$ cat config.mk
export PLATFORM = sky130hd
export DESIGN_NAME = keypad_scanner_flat
export DESIGN_NICKNAME = d
export VERILOG_FILES = /design/src/rtl/keypad_if.sv /design/src/rtl/keypad_scanner.sv /design/src/flat_wrapper.sv
export SDC_FILE = /design/constraint.sdc
export NUM_CORES = 1
export LEC_CHECK = 0
export ABC_AREA = 1
export CORE_UTILIZATION = 56
export CTS_BUF_LIST = sky130_fd_sc_hd__clkbuf_4 sky130_fd_sc_hd__clkbuf_8 sky130_fd_sc_hd__clkbuf_16
export CTS_CLUSTER_DIAMETER = 100
export DETAILED_ROUTE_END_ITERATION = 7
export PLACE_DENSITY = 0.76
export SLEW_MARGIN = 5
export SYNTH_ARGS = -nofsm -noshare
export SYNTH_HDL_FRONTEND = slang
export SYNTH_SLANG_ARGS = --single-unit
$ cat constraint.sdc
create_clock -name clk -period 2.4 [get_ports clk]
set_clock_uncertainty 0.15 [all_clocks]
set_input_delay 0.24 -clock clk [delete_from_list [all_inputs] [get_ports clk]]
set_output_delay 0.24 -clock clk [all_outputs]
set_load 0.1 [all_outputs]
$ cat src/rtl/keypad_if.sv
// Key-event handshake between the keypad scanner and the calculator input
// decoder.
//   key_valid   : head of the event queue holds an event (master -> slave)
//   key_ready   : consumer takes the head event this cycle (slave -> master)
//   key_code    : key index, col*ROWS+row (master -> slave)
//   key_release : 0 = press, 1 = release (master -> slave)
interface keypad_if #(
  parameter int CW = 4
);
  logic          key_valid;
  logic          key_ready;
  logic [CW-1:0] key_code;
  logic          key_release;

  modport master (output key_valid, output key_code, output key_release, input key_ready);
  modport slave  (input key_valid, input key_code, input key_release, output key_ready);
endinterface

$ cat src/rtl/keypad_scanner.sv
// Matrix keypad scanner: drives one column at a time, synchronises the row
// lines, debounces every key independently and queues press/release events
// in a first-word-fall-through FIFO.
//   clk, rst   : clock, synchronous active-high reset
//   row_in     : raw row lines, active-high, asynchronous to clk
//   col_drive  : one-hot column drive, active-high
//   kif        : event handshake (valid/ready, code, release flag)
//   overflow   : one-cycle pulse when an event is dropped on a full FIFO
//   any_held   : at least one key is in the debounced pressed state
module keypad_scanner #(
  parameter int ROWS       = 4,
  parameter int COLS       = 4,
  parameter int SCAN_DIV   = 1000,
  parameter int DEBOUNCE   = 4,
  parameter int FIFO_DEPTH = 4
) (
  input  logic            clk,
  input  logic            rst,
  input  logic [ROWS-1:0] row_in,
  output logic [COLS-1:0] col_drive,
  keypad_if.master        kif,
  output logic            overflow,
  output logic            any_held
);
  localparam int NK   = ROWS * COLS;
  localparam int CW   = $clog2(NK);
  localparam int DW   = $clog2(SCAN_DIV);
  localparam int COLW = $clog2(COLS);
  localparam int RW   = (ROWS > 1) ? $clog2(ROWS) : 1;
  localparam int AW   = $clog2(FIFO_DEPTH);

  logic [ROWS-1:0]          row_m, row_s, samp;
  logic [DW-1:0]            dcnt;
  logic [COLW-1:0]          col_idx, samp_col;
  logic                     samp_ok;
  logic [NK-1:0]            stable;
  logic [NK-1:0][3:0]       cnt;

  logic [RW-1:0]            r;
  logic [CW-1:0]            k;
  logic                     proc, diff, push;
  logic [CW:0]              push_data;

  logic [FIFO_DEPTH-1:0][CW:0] mem;
  logic [AW:0]              wptr, rptr;
  logic                     empty, full, pop, wr;

  // Scan timing, synchroniser and end-of-dwell row sampling
  always_ff @(posedge clk) begin
    if (rst) begin
      row_m     <= '0;
      row_s     <= '0;
      samp      <= '0;
      dcnt      <= '0;
      col_idx   <= '0;
      samp_col  <= '0;
      samp_ok   <= 1'b0;
      col_drive <= COLS'(1);
    end else begin
      row_m <= row_in;
      row_s <= row_m;
      if (dcnt == DW'(SCAN_DIV - 1)) begin
        dcnt      <= '0;
        samp      <= row_s;
        samp_col  <= col_idx;
        samp_ok   <= 1'b1;
        col_idx   <= (col_idx == COLW'(COLS - 1)) ? '0 : col_idx + 1'b1;
        col_drive <= {col_drive[COLS-2:0], col_drive[COLS-1]};
      end else begin
        dcnt <= dcnt + 1'b1;
      end
    end
  end

  // One row of the last sampled column is evaluated per cycle while
  // dcnt < ROWS, so at most one event is generated per cycle.
  always_comb begin
    r         = dcnt[RW-1:0];
    k         = CW'(int'(samp_col) * ROWS + int'(r));
    proc      = samp_ok && (dcnt < DW'(ROWS));
    diff      = samp[r] != stable[k];
    push      = proc && diff && (cnt[k] == 4'(DEBOUNCE - 1));
    push_data = {~samp[r], k};
  end

  always_ff @(posedge clk) begin
    if (rst) begin
      stable   <= '0;
      cnt      <= '0;
      any_held <= 1'b0;
    end else begin
      any_held <= |stable;
      if (proc) begin
        if (!diff) begin
          cnt[k] <= '0;
        end else if (push) begin
          cnt[k]    <= '0;
          stable[k] <= ~stable[k];
        end else begin
          cnt[k] <= cnt[k] + 1'b1;
        end
      end
    end
  end

  // Event FIFO; a full FIFO still accepts a push when the head leaves the
  // same cycle, the written slot being the one just vacated.
  assign empty = (wptr == rptr);
  assign full  = ((wptr - rptr) == (AW+1)'(FIFO_DEPTH));
  assign pop   = !empty && kif.key_ready;
  assign wr    = push && (!full || pop);

  always_ff @(posedge clk) begin
    if (rst) begin
      mem      <= '0;
      wptr     <= '0;
      rptr     <= '0;
      overflow <= 1'b0;
    end else begin
      overflow <= push && full && !pop;
      if (wr) begin
        mem[wptr[AW-1:0]] <= push_data;
        wptr              <= wptr + 1'b1;
      end
      if (pop) rptr <= rptr + 1'b1;
    end
  end

  assign kif.key_valid                   = !empty;
  assign {kif.key_release, kif.key_code} = mem[rptr[AW-1:0]];
endmodule

$ cat src/flat_wrapper.sv
// flat-port wrapper written by rule: the top's interface ports become plain ports
module keypad_scanner_flat 
#(
  parameter int ROWS       = 4,
  parameter int COLS       = 4,
  parameter int SCAN_DIV   = 1000,
  parameter int DEBOUNCE   = 4,
  parameter int FIFO_DEPTH = 4
)
  (clk, rst, row_in, col_drive, overflow, any_held, kif_key_valid, kif_key_code, kif_key_release, kif_key_ready);
  keypad_if #(.CW(4)) kif_i ();
  input  logic clk;
  input  logic rst;
  input  logic [ROWS-1:0] row_in;
  output logic [COLS-1:0] col_drive;
  output logic overflow;
  output logic any_held;
  output wire logic [$bits(kif_i.key_valid)-1:0] kif_key_valid;
  output wire logic [$bits(kif_i.key_code)-1:0] kif_key_code;
  output wire logic [$bits(kif_i.key_release)-1:0] kif_key_release;
  input wire logic [$bits(kif_i.key_ready)-1:0] kif_key_ready;
  assign kif_key_valid = kif_i.key_valid;
  assign kif_key_code = kif_i.key_code;
  assign kif_key_release = kif_i.key_release;
  assign kif_i.key_ready = kif_key_ready;
  keypad_scanner #(.ROWS(ROWS), .COLS(COLS), .SCAN_DIV(SCAN_DIV), .DEBOUNCE(DEBOUNCE), .FIFO_DEPTH(FIFO_DEPTH)) u_core (.clk(clk), .rst(rst), .row_in(row_in), .col_drive(col_drive), .kif(kif_i), .overflow(overflow), .any_held(any_held));
endmodule
==> impl_metrics.csv <==
group,metric,value,unit
finish,insertedDiodeCount,0,
die,num_rows,39,
critical_path,r2r_end,"u_core.stable[11]",
global_route,grt_max_degree,67,
power,peakVddDrop,545,uV
cts,cts_inserted_buffers,17,
critical_path,r2r_slack,-80,ps
critical_path,cp-endpoint,"u_core.stable[11]",
placed_design,hpwl,11600,um
synthesis,synth_edf_count,0,
synthesis,ys_types,34,
sta,fmax,0.403,GHz
power,power,5950,uW
outcome,violations,"DRC, setup timing",
global_route,antenna_found_initial,0,
detailed_routing,drt_iter0_drc,612,
finish,nFillCells,812,
hold_path,worstHoldPathCells,3,
cts,cts.path.max_buffers,2,
cts,cts_tree,"built",
die,design.core.area,11500,um2
cts,hold_buffers,0,
sta,slew_headroom,56.7,%
critical_path,crit_start,"u_core.dcnt[0]",
sta,worst_pin_slew,650,ps
global_route,grt-ovfl-total,0,
critical_path,start_kind,"register",
sta,rsz0062_at_grt,"true",
cts,ctsHtreeMaxLevel,4,
synthesis,synthesis.area,6690,um2
sta,whs,173,ps
global_route,grt_pass1_wl,28200,um
hold_path,hp-start,"row_in[3]",
synthesis,yosysTopAreaCellShare,41.6,%
die,initial_core_util,58.1,%
detailed_routing,drc,8,
global_route,grt_pass1_vias,6031,
synthesis,synth_flop_cell,"dfxtp_1",
die,die_area,12400,um2
critical_path,critPathRequiredTime,2570,ps
synthesis,ys_warn_count,0,
die,io_pins,19,
detailed_routing,final_antenna_net_count,0,
placed_design,place_congestion,0.871,
critical_path,critPathKind,"reg -> reg",
synthesis,seq_area_frac_synth,41.6,%
run,drv_cap,0,
power,powerDensity,668,nW/um2
finish,drive_gt1_share,24.1,%
detailed_routing,wirelength,19000,um
sta,hold_viol_final,0,
critical_path,end_kind,"register",
synthesis,avgSynthCellArea,6.78,um2
detailed_routing,met2WireLength,9380,um
die,die_w,111,um
global_route,gr-usage-all-layers,28.6,%
cts,cts.sinks,139,
sta,finalWorstSetupSlack,-80.3,ps
placed_design,port_buffers,18,
critical_path,path_delay_family,"simple AND/OR/NAND/NOR gates",
finish,area_growth,33.3,%
finish,finish.utilization,77.4,%
detailed_routing,drt_first_pass_iters,8,
detailed_routing,drt-met1-wl,7650,um
critical_path,critical_path.cell_chain,"inv_8 > clkbuf_16 > nand2_1 > nand3_1 > nand2_1 > nand2_1 > nand2_1 > inv_1 > nand2_2 > ha_4 > inv_4 > nor2_4 > nand3_4 > nor2_4 > buf_12 > buf_8 > buf_6 > nand3_2 > nand2_1 > a21oi_1",
power,p_leak,0.00368,uW
outcome,status,"finished with violations",
sta,fin_crit,2480,ps
synthesis,synth_fp_nets,1007,
hold_path,worstHoldPathType,"in -> reg",
cts,worstSkewPairLatency,430,ps
synthesis,synth_top_cells_by_count,"221 x nand2_1, 139 x dfxtp_1, 125 x inv_1, 115 x nor2_1, 112 x o21ai_0",
sta,final_max_slew_viol_count,0,
synthesis,yosysMostFrequentCell,"nand2_1",
finish,seq_area,2790,um2
detailed_routing,vias,6807,
synthesis,synth_area_leaders,"dfxtp_1 42%, nand2_1 12%, o21ai_0 8.4%",
critical_path,critPathMostFrequentCell,"nand2_1",
synthesis,synth_area_leader_cell,"dfxtp_1",
critical_path,crit_cells,20,
critical_path,critPathSlowestCell,"dfxtp_4",
detailed_routing,dr_wl_met3,1150,um
critical_path,cp_max_fo,7,
critical_path,rr_startpoint,"u_core.dcnt[0]",
die,die_h,111,um
sta,period_share,103,%
detailed_routing,wl_per_cell,15.5,um
finish,multi_input_area,3660,um2
cts,clockRootBuffer,"clkbuf_16",
sta,setup_viol,60,
critical_path,cpPeakStageDelay,410,ps
detailed_routing,viasPerCell,5.56,
critical_path,rr_worst_depth,20,
finish,nets,1089,
synthesis,synth_cells,987,
critical_path,crit_arrival,2650,ps
cts,clk_pin_slew,60,ps
synthesis,synthArstFlopShare,0,%
detailed_routing,highest_layer,"met4",
synthesis,ys_ff_latch,139,
critical_path,crit_buf_inv,7,
==> cell families after synthesis <==
kind of cell,after synthesis,synth area share [%]
AO/OA/AOI/OAI,225,17.3
XOR/XNOR,2,0.262
adder cells (fa/ha/maj),13,2.43
buffers and inverters,174,10.7
flip-flops,139,41.6
AND/OR/NAND/NOR,434,27.7
==> state kept, by name (all words and copies together) (netlist names), 4 cells and up <==
register,cells
u_core.col_drive,4
u_core.row_m,4
u_core.stable,16
u_core.mem,20
u_core.dcnt,10
u_core.row_s,4
u_core.samp,4
u_core.cnt,64
==> worst register-to-register path, stage by stage, from the launching register on <==
cell	delay, ps
dfxtp_4	410
inv_8	60
clkbuf_16	150
nand2_1	80
nand3_1	100
nand2_1	80
nand2_1	40
nand2_1	80
inv_1	50
nand2_2	90
ha_4	160
inv_4	40
nor2_4	90
nand3_4	100
nor2_4	160
buf_12	160
buf_8	120
buf_6	90
nand3_2	50
nand2_1	60
a21oi_1	50
==> layout make-up <==
cell class	instances	share of cell area [%]
Sequential cell	139	31.3
Inverter	133	5.92
Multi-Input combinational cell	674	41.1
Timing Repair Buffer	104	12.6
Tap cell	143	2.01
Clock inverter	7	1.54
Clock buffer	24	5.57
==> per-stage QoR <==
step | cells | setup TNS, ps | setup WS, ps | instance area (um2)
3_5_place_dp | 1175 | -835 | -79.2 | 7520
6_report | 1224 | -1570 | -80.3 | 8910
4_1_cts | 1206 | -357 | -28.4 | 8160
5_1_grt | 1224 | -13060 | -207 | 8910
3_3_place_gp | 1175 | -3.90 | -2.58 | 7520
2_1_floorplan | 987 | -0.216 | -0.216 | 6730
==> how the worst min path moves through the flow <==
| stage | slack, ps | to |
|---|---|---|
| finish | 170 | u_core.row_m[3] |
| global route | 180 | u_core.row_m[3] |
| CTS | 160 | u_core.row_m[3] |
| detailed placement | 240 | u_core.row_s[1] |
| global placement | 240 | u_core.row_s[3] |
| floorplan | 200 | u_core.row_m[0] |
==> routing by layer <==
metal	track usage, %	vias to the layer above
li1	-	3331
met1	34.5	3138
met2	48.3	260
met3	5.52	78
met4	15.0	0
met5	0	-
==> power breakdown <==
group | internal (uW) | switching, uW
logic | 316 | 479
clock network | 1860 | 969
registers | 2320 | 10.2
total | 4490 | 1460
==> layout by cell type, fill, tap and decap left out, drive strengths merged, types with 6 or more instances in the layout <==
cell type,synthesis,final
clkbuf,18,30
nor2,127,127
clkdlybuf4s50,0,6
a21oi,99,99
nand2,227,227
nor3,13,13
ha,13,13
inv,133,131
o21ai,116,116
nand3,55,55
dfxtp,139,139
buf,23,92
==> timing repair <==
item,4_1_cts,5_1_grt
setup buffers,0,12
gates resized for setup,9,151
cloned,0,6
endpoints found under the setup margin,63,103
pin swaps,0,33
Power figures use the tool's default switching activity.
